File: src/rtl/ucsbece154_fetch_pkg.sv
// Shared types and constants for the dual-wide fetch front end.
// Queue entries carry the fetch PC alongside the instruction word.
package ucsbece154_fetch_pkg;

  localparam int unsigned        INSTR_W          = 32;
  localparam logic [31:0]        RESET_PC_DEFAULT = 32'h0001_0000;
  localparam int unsigned        ENTRY_W          = 2 * INSTR_W;

  typedef struct packed {
    logic [INSTR_W-1:0] pc;
    logic [INSTR_W-1:0] instr;
  } fetch_entry_t;

  // Decode can pop at most two entries; an encoding of 3 means "as many as possible".
  function automatic logic [1:0] sat_deq(input logic [1:0] d);
    return (d == 2'd3) ? 2'd2 : d;
  endfunction

endpackage

File: src/rtl/ucsbece154_fetch_queue.sv
// In-order circular buffer with two write ports (always used as a pair) and
// two combinational read ports at head and head+1.
module ucsbece154_fetch_queue
  import ucsbece154_fetch_pkg::*;
#(
  parameter int DEPTH = 4,
  parameter int WIDTH = 64
) (
  input  logic                       clk,
  input  logic                       reset,
  input  logic                       flush_i,
  input  logic                       wr_en_i,
  input  logic [WIDTH-1:0]           wr_data1_i,
  input  logic [WIDTH-1:0]           wr_data2_i,
  input  logic [1:0]                 rd_cnt_i,
  output logic [WIDTH-1:0]           rd_data1_o,
  output logic [WIDTH-1:0]           rd_data2_o,
  output logic [$clog2(DEPTH):0]     count_o
);

  localparam int PW = $clog2(DEPTH);
  localparam int CW = PW + 1;

  logic [WIDTH-1:0] mem_q [DEPTH];
  logic [PW-1:0]    head_q, head_d, tail_q, tail_d;
  logic [CW-1:0]    count_q, count_d;
  logic [PW-1:0]    tail_p1, head_p1;
  logic             wr;

  assign wr      = wr_en_i && !flush_i;
  assign tail_p1 = tail_q + PW'(1);
  assign head_p1 = head_q + PW'(1);

  // Storage is deliberately not reset; entries beyond count are don't-care.
  always_ff @(posedge clk) begin
    if (wr) begin
      mem_q[tail_q]  <= wr_data1_i;
      mem_q[tail_p1] <= wr_data2_i;
    end
  end

  always_comb begin
    head_d  = head_q + PW'(rd_cnt_i);
    tail_d  = wr ? (tail_q + PW'(2)) : tail_q;
    count_d = count_q - CW'(rd_cnt_i) + (wr ? CW'(2) : CW'(0));
    if (flush_i) begin
      head_d  = '0;
      tail_d  = '0;
      count_d = '0;
    end
  end

  always_ff @(posedge clk or posedge reset) begin
    if (reset) begin
      head_q  <= '0;
      tail_q  <= '0;
      count_q <= '0;
    end else begin
      head_q  <= head_d;
      tail_q  <= tail_d;
      count_q <= count_d;
    end
  end

  assign rd_data1_o = mem_q[head_q];
  assign rd_data2_o = mem_q[head_p1];
  assign count_o    = count_q;

endmodule

File: src/rtl/ucsbece154_fetch.sv
// Dual-wide fetch: presents PC and PC+4 to the two-port imem, queues both
// words with their PCs, and restarts from redirect_pc_i on a redirect.
module ucsbece154_fetch
  import ucsbece154_fetch_pkg::*;
#(
  parameter int          QUEUE_DEPTH = 4,
  parameter logic [31:0] RESET_PC    = RESET_PC_DEFAULT
) (
  input  logic                          clk,
  input  logic                          reset,
  input  logic                          redirect_i,
  input  logic [31:0]                   redirect_pc_i,
  output logic [31:0]                   imem_a1_o,
  output logic [31:0]                   imem_a2_o,
  input  logic [31:0]                   imem_rd1_i,
  input  logic [31:0]                   imem_rd2_i,
  input  logic [1:0]                    deq_cnt_i,
  output logic [31:0]                   instr1_o,
  output logic [31:0]                   pc1_o,
  output logic                          valid1_o,
  output logic [31:0]                   instr2_o,
  output logic [31:0]                   pc2_o,
  output logic                          valid2_o,
  output logic [$clog2(QUEUE_DEPTH):0]  count_o
);

  localparam int CW = $clog2(QUEUE_DEPTH) + 1;

  logic [31:0]  pc_q, pc_d;
  logic [CW-1:0] count;
  logic          fetch;
  logic [1:0]    deq_sat, deq_eff;
  fetch_entry_t  wr1, wr2, rd1, rd2;

  // Registered count only: a same-cycle dequeue does not free room for a fetch.
  assign fetch   = !redirect_i && (count <= CW'(QUEUE_DEPTH - 2));
  assign deq_sat = sat_deq(deq_cnt_i);

  always_comb begin
    deq_eff = deq_sat;
    if (CW'(deq_sat) > count) deq_eff = count[1:0];
    if (redirect_i)           deq_eff = 2'd0;
  end

  always_comb begin
    pc_d = pc_q;
    if (redirect_i)  pc_d = redirect_pc_i & ~32'd3;
    else if (fetch)  pc_d = pc_q + 32'd8;
  end

  always_ff @(posedge clk or posedge reset) begin
    if (reset) pc_q <= RESET_PC;
    else       pc_q <= pc_d;
  end

  assign imem_a1_o = pc_q;
  assign imem_a2_o = pc_q + 32'd4;

  assign wr1 = '{pc: imem_a1_o, instr: imem_rd1_i};
  assign wr2 = '{pc: imem_a2_o, instr: imem_rd2_i};

  ucsbece154_fetch_queue #(
    .DEPTH (QUEUE_DEPTH),
    .WIDTH (ENTRY_W)
  ) u_queue (
    .clk        (clk),
    .reset      (reset),
    .flush_i    (redirect_i),
    .wr_en_i    (fetch),
    .wr_data1_i (wr1),
    .wr_data2_i (wr2),
    .rd_cnt_i   (deq_eff),
    .rd_data1_o (rd1),
    .rd_data2_o (rd2),
    .count_o    (count)
  );

  assign instr1_o = rd1.instr;
  assign pc1_o    = rd1.pc;
  assign instr2_o = rd2.instr;
  assign pc2_o    = rd2.pc;
  assign valid1_o = (count != '0);
  assign valid2_o = (count >= CW'(2));
  assign count_o  = count;

endmodule

File: config.mk
export PLATFORM = sky130hd
export DESIGN_NAME = ucsbece154_fetch
export DESIGN_NICKNAME = d
export VERILOG_FILES = /design/src/rtl/ucsbece154_fetch_pkg.sv /design/src/rtl/ucsbece154_fetch_queue.sv /design/src/rtl/ucsbece154_fetch.sv
export SDC_FILE = /design/constraint.sdc
export NUM_CORES = 1
export LEC_CHECK = 0
export CAP_MARGIN = 0
export CELL_PAD_IN_SITES_DETAIL_PLACEMENT = 0
export CELL_PAD_IN_SITES_GLOBAL_PLACEMENT = 1
export CORE_MARGIN = 3
export CORE_UTILIZATION = 46
export DETAILED_ROUTE_END_ITERATION = 12
export GPL_TIMING_DRIVEN = 0
export PLACE_DENSITY_LB_ADDON = 0.12
export SLEW_MARGIN = 20
export SYNTH_ARGS = -nofsm -noshare
export SYNTH_HDL_FRONTEND = slang
export SYNTH_SLANG_ARGS = --single-unit
File: constraint.sdc
create_clock -name clk -period 10.2 [get_ports clk]
set_clock_uncertainty 0.15 [all_clocks]
set_input_delay 1.53 -clock clk [delete_from_list [all_inputs] [get_ports clk]]
set_output_delay 1.53 -clock clk [all_outputs]
set_load 0.01 [all_outputs]
Word-level counts from Yosys, hierarchy flattened
Memories as Yosys holds them, arrays and structs flattened.
Cells that the tools add are included.
{"block": "word_totals", "romBits": 0, "output_inout_bits": 197, "regBits": 39, "wordCells": 35, "latch_bits": 0, "input_bits": 101, "memories": 1, "mem_bits_rw": 256}
{"block": "op_classes", "n_bitwise": 0, "n_reduce_logical": 6, "shift": 0, "muxes": 12, "div": 0, "magnitude_cmp": 3, "mul": 0, "n_eq_ne": 1, "addsub": 8}
{"name": "u_queue.mem_q", "words": 4, "width": 64, "rd": 2, "rd_ports_with_merged_regs": 0, "wr": 2, "line": "ucsbece154_fetch_queue.sv:24", "rtl": "logic [WIDTH-1:0] mem_q [DEPTH];"}
{"cell": "2-to-1 mux 32 bit", "count": 2}
{"cell": "adder 32 x 3 -> 32 bit, second input constant", "count": 1}
{"cell": "adder 32 x 4 -> 32 bit, second input constant", "count": 1}
{"cell": "2-to-1 mux 2 bit", "count": 7}
{"cell": "adder 2 x 1 -> 2 bit, second input constant", "count": 2}
{"cell": "nonzero test 2 bit", "count": 2}
{"cell": "adder 3 bit", "count": 1}
{"cell": ">= comparator 3 x 2 -> 1 bit, second input constant", "count": 1}
{"cell": "greater-than comparator 2 x 3 -> 1 bit", "count": 1}
{"cell": "less-or-equal comparator 3 x 2 -> 1 bit, second input constant", "count": 1}
{"cell": "2-to-1 mux 3 bit", "count": 1}
{"cell": "nonzero test 3 bit", "count": 1}
{"cell": "subtractor 3 x 2 -> 3 bit", "count": 1}
{"cell": "adder 2 bit", "count": 1}
{"cell": "adder 2 bit, second input constant", "count": 1}
{"cell": "== test 2 bit, second input constant", "count": 1}
{"cell": "logical AND 1 bit", "count": 2}
{"cell": "2-to-1 mux 1 bit", "count": 2}
{"cell": "logical NOT 1 bit", "count": 1}

Logic depth before layout (Yosys ltp)
Gate-level depths: netlist of the first run.
{"block": "logic_depth", "ltp_word": 8, "ltp_mapped": 12, "depth_no_buf": 12}

Hierarchy
A second synthesis of the first run with hierarchy kept.
{"block": "unflattened", "hier_cells": 1034, "hier_area_um2": 15786.4}
{"mod": "ucsbece154_fetch_queue", "seq_area_each_um2": 7837.5, "cells_each": 716, "area_each_um2": 13251.5, "n_inst": 1}
{"mod": "ucsbece154_fetch", "seq_area_each_um2": 752.0, "cells_each": 318, "area_each_um2": 2534.9, "n_inst": 1}

Least setup slack after synthesis of the first run
OpenSTA, ideal clock, no wires.
{"block": "synth_path", "path_kind": "input -> register", "start": "in redirect_i", "end": "mem u_queue.mem_q[1][0] (enable)", "cell_stages": 4, "setup_slack_ns": 5.470, "n_path_buf": 1, "arrival_time_ns": 4.130, "setup_time_ns": 0.450, "required_ns": 9.600, "cell_sequence": "a211oi_1 -> nand2_1 -> inv_2 -> clkbuf_1"}
{"item": "start, declared", "line": "ucsbece154_fetch.sv:11", "rtl": "input logic redirect_i,"}
{"item": "end, declared", "line": "ucsbece154_fetch_queue.sv:24"}

Final worst setup path of the first run
{"block": "layout_path", "start": "reg u_queue.head_q[0]", "end": "out pc2_o[28]"}
{"block": "layout_via", "elab_chain_len": 2}
{"item": "start, declared", "line": "ucsbece154_fetch_queue.sv:25", "rtl": "logic [PW-1:0] head_q, head_d, tail_q, tail_d;"}
{"item": "start signal, assigned", "line": "ucsbece154_fetch_queue.sv:55", "rtl": "head_q <= '0;"}
{"item": "start signal, assigned", "line": "ucsbece154_fetch_queue.sv:59", "rtl": "head_q <= head_d;"}
{"item": "adder 2 x 1 -> 2 bit", "line": "ucsbece154_fetch_queue.sv:32", "rtl": "assign head_p1 = head_q + PW'(1);"}
{"item": "memory read (4 x 64 bit)"}
{"item": "end, declared", "line": "ucsbece154_fetch.sv:22", "rtl": "output logic [31:0] pc2_o,"}
Every way passes these cells.

==> summary.md, run 1 <==
| Metric | Value |
|---|---|
| Register-to-register setup slack | `6.76 ns` |
| Number of top-level design ports | `298` |
| Critical path type | `reg -> out` |
| Mapped Area | `15500 µm²` |
| Largest delay share family, worst path | `buffers and inverters` |
| Max_cap viols | `0` |
| Worst setup startpoint | `u_queue.head_q[0]$_DFF_PP0_` |
| GRT Residual Overflow | `0` |
| Cell leakage power | `6.96 nW` |
| Final max-slew violation count | `0` |
| Syn Area/Cell | `12.5 µm²` |
| Diodes inserted | `0` |
| Number of routed nets with antenna violations | `0` |
| Kind of path behind the tightest hold check | `reg -> reg` |
| Share of the cycle needed by the critical path after routing | `0.515` |
| Worst path bufs/invs | `4` |
| Delay of the slowest cell on the worst path | `0.76 ns` |
| Status | `complete, no violations` |
| Most used standard cell by instance count after synthesis | `sky130_fd_sc_hd__nand2_1` |
| CTS Buf Count | `34` |
| First-pass GRT wire length | `70.0 mm` |
| Most used flip-flop cell after synthesis | `sky130_fd_sc_hd__edfxtp_1` |
| Share of the synthesized area in the top cell type | `0.482` |
| Iteration-0 DRC Markers | `1081` |
| Category of the worst setup path capture point | `output port` |
| Global router's overall resource usage | `0.258` |
| Total setup buffers inserted after CTS | `0` |
| Synthesized flop and latch total | `284` |
| Clock tree from TritonCTS | `done` |
| Total Nets Final | `1683` |
| Vias per inst | `5.63` |
| Clock transition at path regs | `0.06 ns` |
| Starting density of the core | `0.470` |
| DRC violation count after routing | `0` |
| Clock Root Buffer | `sky130_fd_sc_hd__clkbuf_16` |
| Startpoint class of the critical path | `flop` |
| Library cell with the largest summed area after synthesis | `sky130_fd_sc_hd__edfxtp_1` |
| Power per Cell Area | `232 nW/µm²` |
| Cts repair resizes | `0` |
| Setup repair after global routing missed its margin | `no` |
| Synthesized instance count | `1239` |
| Pin count of the biggest net entering global routing | `38` |
| Post-route setup slack | `4.94 ns` |
| R2R Path End | `u_queue.mem_q[1][55]$_DFFE_PP_` |
| Routed len/inst | `22.9 µm` |
| Die extent in y | `189 µm` |
| Rel. slew slack | `0.248` |
| Stages on worst setup path | `5` |
| Antenna violations before repair | `0` |
| Tightest Pin Transition | `1.12 ns` |
| Layout-stage area growth over the synthesis result | `29.9%` |
| Endpoints failing hold | `0` |
| Startpoint of the lowest-slack register-to-register path | `u_queue.count_o[1]$_DFF_PP0_` |
| Number of failing setup endpoints in the final timing report | `0` |
| Sum of routed wire length over all layers | `46.7 mm` |
| H-tree levels | `2` |
| Final critical delay including setup and external delays | `5.26 ns` |
| Die Outline Area | `35800 µm²` |
| Number of vias in the routed layout | `11.5k` |
| CTS Hold Bufs | `0` |
| Pre-CTS setup slack | `5.19 ns` |
| Number of global-route vias before repair | `11.6k` |
| Worst Setup EP | `pc2_o[28]` |
| Critical path data arrival time | `3.58 ns` |
| PortBufs | `287` |
| Proportion of layout cells with a drive suffix above 1 | `0.149` |
| Post-Route Utilization | `0.611` |
| Non-filler cells in the finished layout | `2040` |
| Cell breakdown of the critical path | `clkbuf_1 -> buf_1 -> clkbuf_1 -> mux4_2 -> clkdlybuf4s50_1` |
| Cells taking the most area after synthesis | `sky130_fd_sc_hd__edfxtp_1 48%, sky130_fd_sc_hd__mux4_2 18%, sky130_fd_sc_hd__nand2_1 6.4%` |
| Number of sinks handled by clock tree synthesis | `284` |
| Top cell by count, worst path | `sky130_fd_sc_hd__clkbuf_1` |
| Max VDD drop | `0.000122 V` |
| Depth of the worst register-to-register path | `5` |
| Crit-path slowest cell | `sky130_fd_sc_hd__clkbuf_1` |
| Post-synth ARST share | `0.127` |
| Number of core rows | `66` |
| Fmax achieved | `0.190 GHz` |
| Count of placed standard cells including taps | `1980` |
| Ys Warns | `0` |
| Global placement routability congestion | `0.886` |
| Max clock buf depth | `3` |
| Critical-path maximum fanout | `10` |
| Post-route setup TNS | `0 ns` |
| Worst-skew pair later-pin latency | `0.51 ns` |
| Data required time of the critical path | `8.52 ns` |
| Post-synthesis sequential area ratio | `0.540` |
| Hpwl dp | `32.8 mm` |
| Distinct cell type count of the synthesized netlist | `56` |
| Chip width | `189 µm` |
| Number of flops mapped to enable cells by yosys | `248` |
| Hold slack final | `0.472 ns` |
| DR pass1 iterations | `6` |
| Top cell types by occurrence after synthesis | `263 x sky130_fd_sc_hd__nand2_1, 248 x sky130_fd_sc_hd__edfxtp_1, 175 x sky130_fd_sc_hd__clkbuf_1` |
| Core outline area | `32900 µm²` |
==> tightest hold or removal path, delay by kind of cell, from the launching register on <==
family | cells | cell delay, ns
XOR/XNOR | 1 | 0.10
flip-flops | 1 | 0.41
AND/OR/NAND/NOR | 1 | 0.08
==> worst min path at each step <==
stage	start	end	slack [ns]	cells past startpoint
global route	u_queue.tail_q[1]$_DFFE_PP0N_	u_queue.tail_q[1]$_DFFE_PP0N_	0.51	2
floorplan	u_queue.tail_q[1]$_DFFE_PP0N_	u_queue.tail_q[1]$_DFFE_PP0N_	0.42	2
finish	u_queue.tail_q[1]$_DFFE_PP0N_	u_queue.tail_q[1]$_DFFE_PP0N_	0.47	2
detailed placement	u_queue.tail_q[1]$_DFFE_PP0N_	u_queue.tail_q[1]$_DFFE_PP0N_	0.45	2
global placement	u_queue.tail_q[1]$_DFFE_PP0N_	u_queue.tail_q[1]$_DFFE_PP0N_	0.44	2
CTS	u_queue.tail_q[1]$_DFFE_PP0N_	u_queue.tail_q[1]$_DFFE_PP0N_	0.47	2
==> registers in the layout, summed over array words and instances, names as in the netlist <==
signal and cells:
imem_a1_o 30, u_queue.count_o 3, u_queue.head_q 2, u_queue.mem_q 248, u_queue.tail_q 1
==> report_power, final <==
part	internal [mW]	leakage, nW	switching, mW
sequential	1.58	2.74	0.120
combinational	0.908	3.72	0.922
clock	0.669	0.506	0.467
total	3.16	6.96	1.51
==> area by class of cell <==
| type | count | area [µm²] |
|---|---|---|
| Buffer | 224 | 933 |
| Clock buffer | 46 | 937 |
| Clock inverter | 14 | 95.1 |
| Fill cell | 2739 | 12800 |
| Inverter | 16 | 65.1 |
| Multi-Input combinational cell | 722 | 6150 |
| Sequential cell | 284 | 8350 |
| Tap cell | 442 | 553 |
| Timing Repair Buffer | 292 | 3000 |
==> metal layers <==
layer	global-route usage	wire length, µm	share of wire	vias up
met5	0	0	0	-
met4	0.0756	1360	0.029	0
met3	0.0555	3940	0.084	79
met2	0.434	22800	0.49	574
met1	0.341	18600	0.40	5745
li1	-	-	-	5095
==> cells by family after synthesis <==
kind of cell / share of synthesized area
buf+inv: 0.0636
other cells: 0.000243
flops: 0.540
fa+ha+maj: 0.00696
xor+xnor: 0.0572
simple gates: 0.129
mux: 0.182
compound gates: 0.0210
==> cell usage in the layout (no fill, tap or decap), types with 4 or more instances in the layout <==
cell type and n:
sky130_fd_sc_hd__nor3_1 12, sky130_fd_sc_hd__nand2_1 263, sky130_fd_sc_hd__and3_1 5, sky130_fd_sc_hd__ha_1 7, sky130_fd_sc_hd__clkdlybuf4s50_1 287, sky130_fd_sc_hd__nor2_1 32, sky130_fd_sc_hd__mux4_2 124, sky130_fd_sc_hd__clkinv_2 6
sky130_fd_sc_hd__conb_1 8, sky130_fd_sc_hd__and4_1 9, sky130_fd_sc_hd__nand4_1 23, sky130_fd_sc_hd__or3_1 4, sky130_fd_sc_hd__o21ai_0 18, sky130_fd_sc_hd__edfxtp_1 248, sky130_fd_sc_hd__and2_1 6, sky130_fd_sc_hd__buf_2 32
sky130_fd_sc_hd__nand3_1 40, sky130_fd_sc_hd__dfrtp_1 35, sky130_fd_sc_hd__buf_1 5, sky130_fd_sc_hd__clkbuf_1 182, sky130_fd_sc_hd__xor2_1 29, sky130_fd_sc_hd__a31oi_1 9, sky130_fd_sc_hd__nor4_1 7, sky130_fd_sc_hd__inv_1 10
sky130_fd_sc_hd__o31ai_1 5, sky130_fd_sc_hd__buf_4 12, sky130_fd_sc_hd__xnor2_1 72, sky130_fd_sc_hd__clkinv_1 6, sky130_fd_sc_hd__clkbuf_16 35, sky130_fd_sc_hd__or4_1 8
==> metrics by stage <==
step | cell area [µm²] | total power [mW]
2_1_floorplan | 15500 | 2.66
3_3_place_gp | 18900 | 3.53
3_5_place_dp | 19000 | 3.56
4_1_cts | 20100 | 4.70
5_1_grt | 20100 | 4.87
6_report | 20100 | 4.67
(Power assumes the default switching activity.)
==> run 2, diff against run 1 <==
--- a/config.mk
+++ b/config.mk
@@ -9,7 +9,7 @@
 export CELL_PAD_IN_SITES_DETAIL_PLACEMENT = 0
 export CELL_PAD_IN_SITES_GLOBAL_PLACEMENT = 1
 export CORE_MARGIN = 3
-export CORE_UTILIZATION = 46
+export CORE_UTILIZATION = 38
 export DETAILED_ROUTE_END_ITERATION = 12
 export GPL_TIMING_DRIVEN = 0
 export PLACE_DENSITY_LB_ADDON = 0.12
==> constraint.sdc (replaced) <==
create_clock -name clk -period 4.3 [get_ports clk]
set_clock_uncertainty 0.15 [all_clocks]
set_input_delay 0.645 -clock clk [delete_from_list [all_inputs] [get_ports clk]]
set_output_delay 0.645 -clock clk [all_outputs]
set_load 0.01 [all_outputs]
==> summary.md, run 2 (synthesized netlist as in run 1, its figures left out) <==
| Metric | Value |
|---|---|
| Die Outline Area | `43100 µm² (+20%)` |
| GRT Residual Overflow | `0 (unchanged)` |
| Startpoint class of the critical path | `flop` |
| Register name with the most flops | `u_queue.mem_q` |
| Status | `complete, no violations` |
| Critical path type | `reg -> out` |
| Global router's overall resource usage | `0.230 (-0.0278)` |
| Hpwl dp | `35.7 mm (+8.7%)` |
| Tightest Pin Transition | `0.998 ns (-0.124 ns)` |
| Max VDD drop | `0.000252 V (+110%)` |
| Rel. slew slack | `0.335 (+0.0866)` |
| Commonest non-fill, non-tap cells in the layout | `287 x sky130_fd_sc_hd__clkdlybuf4s50_1, 263 x sky130_fd_sc_hd__nand2_1, 248 x sky130_fd_sc_hd__edfxtp_1, 172 x sky130_fd_sc_hd__clkbuf_1, 124 x sky130_fd_sc_hd__mux4_2` |
| Pin count of the biggest net entering global routing | `40 (+5.3%)` |
| Count of placed standard cells including taps | `2063 (+4.2%)` |
| Number of sinks handled by clock tree synthesis | `284 (unchanged)` |
| Global placement routability congestion | `0.861 (-2.8%)` |
| Kind of path behind the tightest hold check | `in -> async` |
| Chip width | `208 µm (+9.7%)` |
| Antenna violations before repair | `2 (+2)` |
| Max_cap viols | `0 (unchanged)` |
| Number of global-route vias before repair | `11.5k (-1.1%)` |
| Clock tree from TritonCTS | `done` |
| Post-route setup TNS | `0 ns (unchanged)` |
| Non-filler cells in the finished layout | `2133 (+4.6%)` |
| Power per Cell Area | `559 nW/µm² (+140%)` |
| Cell leakage power | `7.08 nW (+1.8%)` |
| Pre-CTS setup slack | `-0.0646 ns (-5.26 ns)` |
| Critical-path maximum fanout | `10 (unchanged)` |
| Routed len/inst | `23.7 µm (+3.8%)` |
| Total Nets Final | `1689 (+0.36%)` |
| Max FFs per register | `248 (unchanged)` |
| Number of core rows | `73 (+11%)` |
| Category of the worst setup path capture point | `output port` |
| PortBufs | `287 (unchanged)` |
| Layout-stage area growth over the synthesis result | `31.9%` |
| Data required time of the critical path | `3.50 ns (-5.02 ns)` |
| Proportion of layout cells with a drive suffix above 1 | `0.159 (+0.0105)` |
| Core outline area | `39900 µm² (+21%)` |
| Critical path data arrival time | `3.36 ns (-0.22 ns)` |
| Iteration-0 DRC Markers | `890 (-18%)` |
| Final critical delay including setup and external delays | `4.15 ns` |
| CTS Buf Count | `35 (+2.9%)` |
| Clock transition at path regs | `0.06 ns (about the same)` |
| Commonest non-fill, non-tap cell in the layout | `sky130_fd_sc_hd__clkdlybuf4s50_1` |
| Number of vias in the routed layout | `11.4k (-1.2%)` |
| Number of failing setup endpoints in the final timing report | `0 (unchanged)` |
| Setup repair after global routing missed its margin | `no` |
| DR pass1 iterations | `7 (+1)` |
| H-tree levels | `2 (unchanged)` |
| DRC violation count after routing | `0 (unchanged)` |
| Clock Root Buffer | `sky130_fd_sc_hd__clkbuf_16` |
| Die extent in y | `208 µm (+9.7%)` |
| Max clock buf depth | `3 (unchanged)` |
| Sum of routed wire length over all layers | `50.6 mm (+8.5%)` |
| Endpoints failing hold | `0 (unchanged)` |
| Fmax achieved | `0.241 GHz` |
| Post-Route Utilization | `0.511 (-0.100)` |
| Power after layout | `11.4 mW (+140%)` |
| Vias per inst | `5.32 (-5.5%)` |
| Worst-skew pair later-pin latency | `0.51 ns (about the same)` |
| Number of top-level design ports | `298 (unchanged)` |
| Total of fill cells in the finished design | `3518 (+28%)` |
| Final max-slew violation count | `0 (unchanged)` |
| Share of the cycle needed by the critical path after routing | `0.966` |
| First-pass GRT wire length | `74.9 mm (+7.0%)` |
| Number of routed nets with antenna violations | `0 (unchanged)` |
| Starting density of the core | `0.387 (-0.0830)` |
| Post-route setup slack | `0.148 ns (-4.79 ns)` |
-- run 2: routing by layer --
metal  GRT usage  vias to the layer above  share of wire
met5           0                        -              0
met4      0.0618                        0          0.024
met3      0.0376                       65          0.066
met2       0.392                      514           0.49
met1       0.309                     5668           0.42
li1            -                     5111              -
-- run 2: area by class of cell --
type | instances | area [µm²] | share of cell area
Sequential cell | 284 | 8350 | 0.410
Multi-Input combinational cell | 722 | 6180 | 0.303
Inverter | 16 | 65.1 | 0.00319
Timing Repair Buffer | 297 | 3030 | 0.149
Clock inverter | 21 | 199 | 0.00976
Buffer | 224 | 948 | 0.0465
Antenna cell | 2 | 5.00 | 0.000246
Tap cell | 525 | 657 | 0.0322
Clock buffer | 42 | 945 | 0.0463
-- run 2: where the power goes --
group          total [mW]  internal [mW]  leakage (nW)  switching (mW)
sequential           4.04           3.75          2.74           0.286
clock                2.93           1.80         0.567            1.13
combinational        4.43           2.16          3.78            2.26
-- run 2: timing repair --
item	4_1_cts	5_1_grt
setup endpoints to repair	81	7
cloned	0	0
hold buffers	0	0
pin swaps	0	1
setup buffers	0	5
gates resized for setup	9	2
-- run 2: worst max-delay path, stage by stage (launching register included) --
cell and delay [ns]:
sky130_fd_sc_hd__dfrtp_1 0.39, sky130_fd_sc_hd__ha_1 0.17, sky130_fd_sc_hd__buf_4 0.16, sky130_fd_sc_hd__nand4_4 0.22
sky130_fd_sc_hd__or4_4 0.62, sky130_fd_sc_hd__buf_2 0.22, sky130_fd_sc_hd__nor3_2 0.22, sky130_fd_sc_hd__xor2_1 0.25
sky130_fd_sc_hd__clkdlybuf4s50_1 0.58
-- run 2: path summary, 6_finish.rpt --
kind	to	start	depth (start not counted)	slack, ns
max	imem_a2_o[31]	imem_a1_o[3]$_DFFE_PP0N_	8	0.15
min	imem_a1_o[21]$_DFFE_PP0N_	reset	2	0.27
max reg2reg	u_queue.mem_q[2][34]$_DFFE_PP_	u_queue.count_o[1]$_DFF_PP0_	5	0.76
min reg2reg	u_queue.head_q[0]$_DFF_PP0_	u_queue.head_q[0]$_DFF_PP0_	2	0.47
max in group asynchronous	imem_a1_o[13]$_DFFE_PP0N_	reset	3	3.27
min in group clk	u_queue.head_q[0]$_DFF_PP0_	u_queue.head_q[0]$_DFF_PP0_	2	0.47
-- run 2: through the flow --
| step | cell area [µm²] | hold WS, ns |
|---|---|---|
| 3_3_place_gp | 19000 | 0.443 |
| 6_report | 20400 | 0.272 |
| 5_1_grt | 20400 | 0.277 |
| 3_5_place_dp | 19200 | 0.465 |
| 2_1_floorplan | 15500 | 0.417 |
| 4_1_cts | 20300 | 0.249 |
==> run 3, diff against run 2 <==
--- a/config.mk
+++ b/config.mk
@@ -13,7 +13,6 @@
 export DETAILED_ROUTE_END_ITERATION = 12
 export GPL_TIMING_DRIVEN = 0
 export PLACE_DENSITY_LB_ADDON = 0.12
-export SLEW_MARGIN = 20
 export SYNTH_ARGS = -nofsm -noshare
 export SYNTH_HDL_FRONTEND = slang
 export SYNTH_SLANG_ARGS = --single-unit
==> summary.md, run 3 (synthesized netlist as in run 1, its figures left out) <==
| Metric | Value |
|---|---|
| Register-to-register setup slack | `0.85 ns (+0.09 ns)` |
| DR pass1 iterations | `5 (-2)` |
| Die extent in y | `208 µm (unchanged)` |
| Setup repair after global routing missed its margin | `no` |
| Commonest non-fill, non-tap cell in the layout | `sky130_fd_sc_hd__clkdlybuf4s50_1` |
| DRC violation count after routing | `0 (unchanged)` |
| Max clock buf depth | `3 (unchanged)` |
| Post-route setup TNS | `0 ns (unchanged)` |
| Commonest non-fill, non-tap cells in the layout | `286 x sky130_fd_sc_hd__clkdlybuf4s50_1, 263 x sky130_fd_sc_hd__nand2_1, 248 x sky130_fd_sc_hd__edfxtp_1, 175 x sky130_fd_sc_hd__clkbuf_1, 124 x sky130_fd_sc_hd__mux4_2` |
| First-pass GRT wire length | `75.0 mm (+0.22%)` |
| Clk network pwr share | `0.250 (-0.007)` |
| Final max-slew violation count | `0 (unchanged)` |
| Die Outline Area | `43100 µm² (unchanged)` |
| Endpoints failing hold | `0 (unchanged)` |
| Power per Cell Area | `556 nW/µm² (-0.51%)` |
| Total Nets Final | `1685 (-0.24%)` |
| Clock Root Buffer | `sky130_fd_sc_hd__clkbuf_16` |
| Routed len/inst | `23.9 µm (+0.80%)` |
| Largest delay share family, worst path | `simple AND/OR/NAND/NOR gates` |
| Global placement routability congestion | `0.861 (unchanged)` |
| Crit-path slowest cell | `sky130_fd_sc_hd__or4_4` |
| Net switching power figure | `3.68 mW (about the same)` |
| Global router's overall resource usage | `0.231 (+0.000973)` |
| Register name with the most flops | `u_queue.mem_q` |
| Max FFs per register | `248 (unchanged)` |
| H-tree levels | `2 (unchanged)` |
| Antenna violations before repair | `3 (+1)` |
| Hold slack final | `0.446 ns (+0.174 ns)` |
| Tightest Pin Transition | `1.29 ns (+0.287 ns)` |
| Hpwl dp | `35.6 mm (-0.36%)` |
| Layout-stage area growth over the synthesis result | `31.1%` |
| Core outline area | `39900 µm² (unchanged)` |
| Startpoint class of the critical path | `flop` |
| Power after layout | `11.3 mW (-1.1%)` |
| Number of vias in the routed layout | `11.3k (-0.49%)` |
| PortBufs | `287 (unchanged)` |
| Rel. slew slack | `0.138 (-0.196)` |
| Iteration-0 DRC Markers | `850 (-4.5%)` |
| Clock transition at path regs | `0.06 ns (about the same)` |
| Number of core rows | `73 (unchanged)` |
| Critical path type | `reg -> out` |
| Cell breakdown of the critical path | `ha_1 -> buf_4 -> nand4_4 -> or4_4 -> buf_2 -> nor2_1 -> xor2_1 -> clkdlybuf4s50_1` |
| Status | `complete, no violations` |
| Internal | `7.59 mW (-1.6%)` |
| Proportion of layout cells with a drive suffix above 1 | `0.155 (-0.00483)` |
| Fmax achieved | `0.240 GHz (-0.29%)` |
| Clock tree from TritonCTS | `done` |
| Final critical delay including setup and external delays | `4.16 ns (+0.0120 ns)` |
| Share of the cycle needed by the critical path after routing | `0.968 (+0.00279)` |
| Worst-skew pair later-pin latency | `0.54 ns (+0.03 ns)` |
| Cell leakage power | `7.02 nW (-0.84%)` |
| CTS Buf Count | `35 (unchanged)` |
| Net switching share of the total power | `0.326 (+0.00357)` |
| Combinational share of power | `0.392 (+0.004)` |
| Worst path bufs/invs | `3 (unchanged)` |
| Max_cap viols | `0 (unchanged)` |
| Number of top-level design ports | `298 (unchanged)` |
| CTS Hold Bufs | `0 (unchanged)` |
| Kind of path behind the tightest hold check | `in -> async` |
| Delay of the slowest cell on the worst path | `0.64 ns (+0.02 ns)` |
| GRT Residual Overflow | `0 (unchanged)` |
| Starting density of the core | `0.387 (unchanged)` |
| Number of global-route vias before repair | `11.6k (+0.97%)` |
| Relative contribution of sequential cells to total power | `0.358 (+0.004)` |
| Number of sinks handled by clock tree synthesis | `284 (unchanged)` |
| Data required time of the critical path | `3.50 ns (about the same)` |
| Max VDD drop | `0.000237 V (-6.2%)` |
| Vias per inst | `5.32 (-0.17%)` |
| Sum of routed wire length over all layers | `50.9 mm (+0.47%)` |
| Critical path data arrival time | `3.37 ns (about the same)` |
| Critical-path maximum fanout | `10 (unchanged)` |
| Chip width | `208 µm (unchanged)` |
| Category of the worst setup path capture point | `output port` |
| Number of failing setup endpoints in the final timing report | `0 (unchanged)` |
| Pin count of the biggest net entering global routing | `48 (+20%)` |
| Number of routed nets with antenna violations | `0 (unchanged)` |
run 3: changes by cell type in the layout (fill, tap and decap cells not counted), moves of 2 or more:
cell and change:
sky130_fd_sc_hd__clkinv_1 -2, sky130_fd_sc_hd__buf_4 -3, sky130_fd_sc_hd__clkinv_2 -4, sky130_fd_sc_hd__clkbuf_1 +3, sky130_fd_sc_hd__nor3_4 -2, sky130_fd_sc_hd__clkbuf_2 +3
sky130_fd_sc_hd__bufinv_16 -2, sky130_fd_sc_hd__buf_12 -2
run 3: layer usage:
layer | share of wire | up-vias | global-route usage | wire length, µm
li1 | - | 5091 | - | -
met1 | 0.41 | 5701 | 0.300 | 21100
met2 | 0.50 | 443 | 0.395 | 25200
met3 | 0.068 | 67 | 0.0494 | 3440
met4 | 0.023 | 0 | 0.0663 | 1180
met5 | 0 | - | 0 | 0
run 3: area by class of cell:
class	instances	area [µm²]
Antenna cell	3	7.51
Buffer	224	951
Clock buffer	46	960
Clock inverter	13	110
Fill cell	3541	19700
Inverter	16	65.1
Multi-Input combinational cell	722	6160
Sequential cell	284	8350
Tap cell	525	657
Timing Repair Buffer	293	3000
run 3: repair_timing:
action,CTS,global route
setup buffers,0,2
gates resized for setup,10,10
pin swaps,0,2
endpoints found under the setup margin,81,45
run 3: worst reg2reg max path, delay by kind of cell (launching register included):
family / cells / cell delay [ns]
flops: 1 / 0.53
simple gates: 1 / 0.46
buf+inv: 3 / 1.37
compound gates: 1 / 0.58
run 3: path summary, 6_finish.rpt:
check	depth (start not counted)	from	endpoint
min in group clk	2	u_queue.tail_q[1]$_DFFE_PP0N_	u_queue.tail_q[1]$_DFFE_PP0N_
hold reg to reg	2	u_queue.tail_q[1]$_DFFE_PP0N_	u_queue.tail_q[1]$_DFFE_PP0N_
setup reg to reg	5	u_queue.count_o[1]$_DFF_PP0_	u_queue.mem_q[1][18]$_DFFE_PP_
hold / removal	2	reset	imem_a1_o[27]$_DFFE_PP0N_
setup / recovery	8	imem_a1_o[3]$_DFFE_PP0N_	imem_a2_o[29]
max in group asynchronous	2	reset	imem_a1_o[23]$_DFFE_PP0N_
run 3: power by group through the flow:
stage	Clock, mW	Sequential [mW]	Combinational (mW)
finish	2.81	4.04	4.42
global route	2.99	4.09	4.72
CTS	2.87	4.03	4.51
detailed placement	0	4.08	4.50
global placement	0	4.14	4.39
floorplan	0	4.02	2.30
run 3: stage by stage:
step                setup WS (ns)  area (µm²)   util  instances
finish                      0.136       20300  0.508       2126
global route              0.00569       20300  0.508       2126
CTS                       0.00468       20200  0.507       2121
detailed placement        -0.0214       19100  0.479       2062
global placement            -3.02       19000  0.476       2058
floorplan                   0.455       15500      -       1246
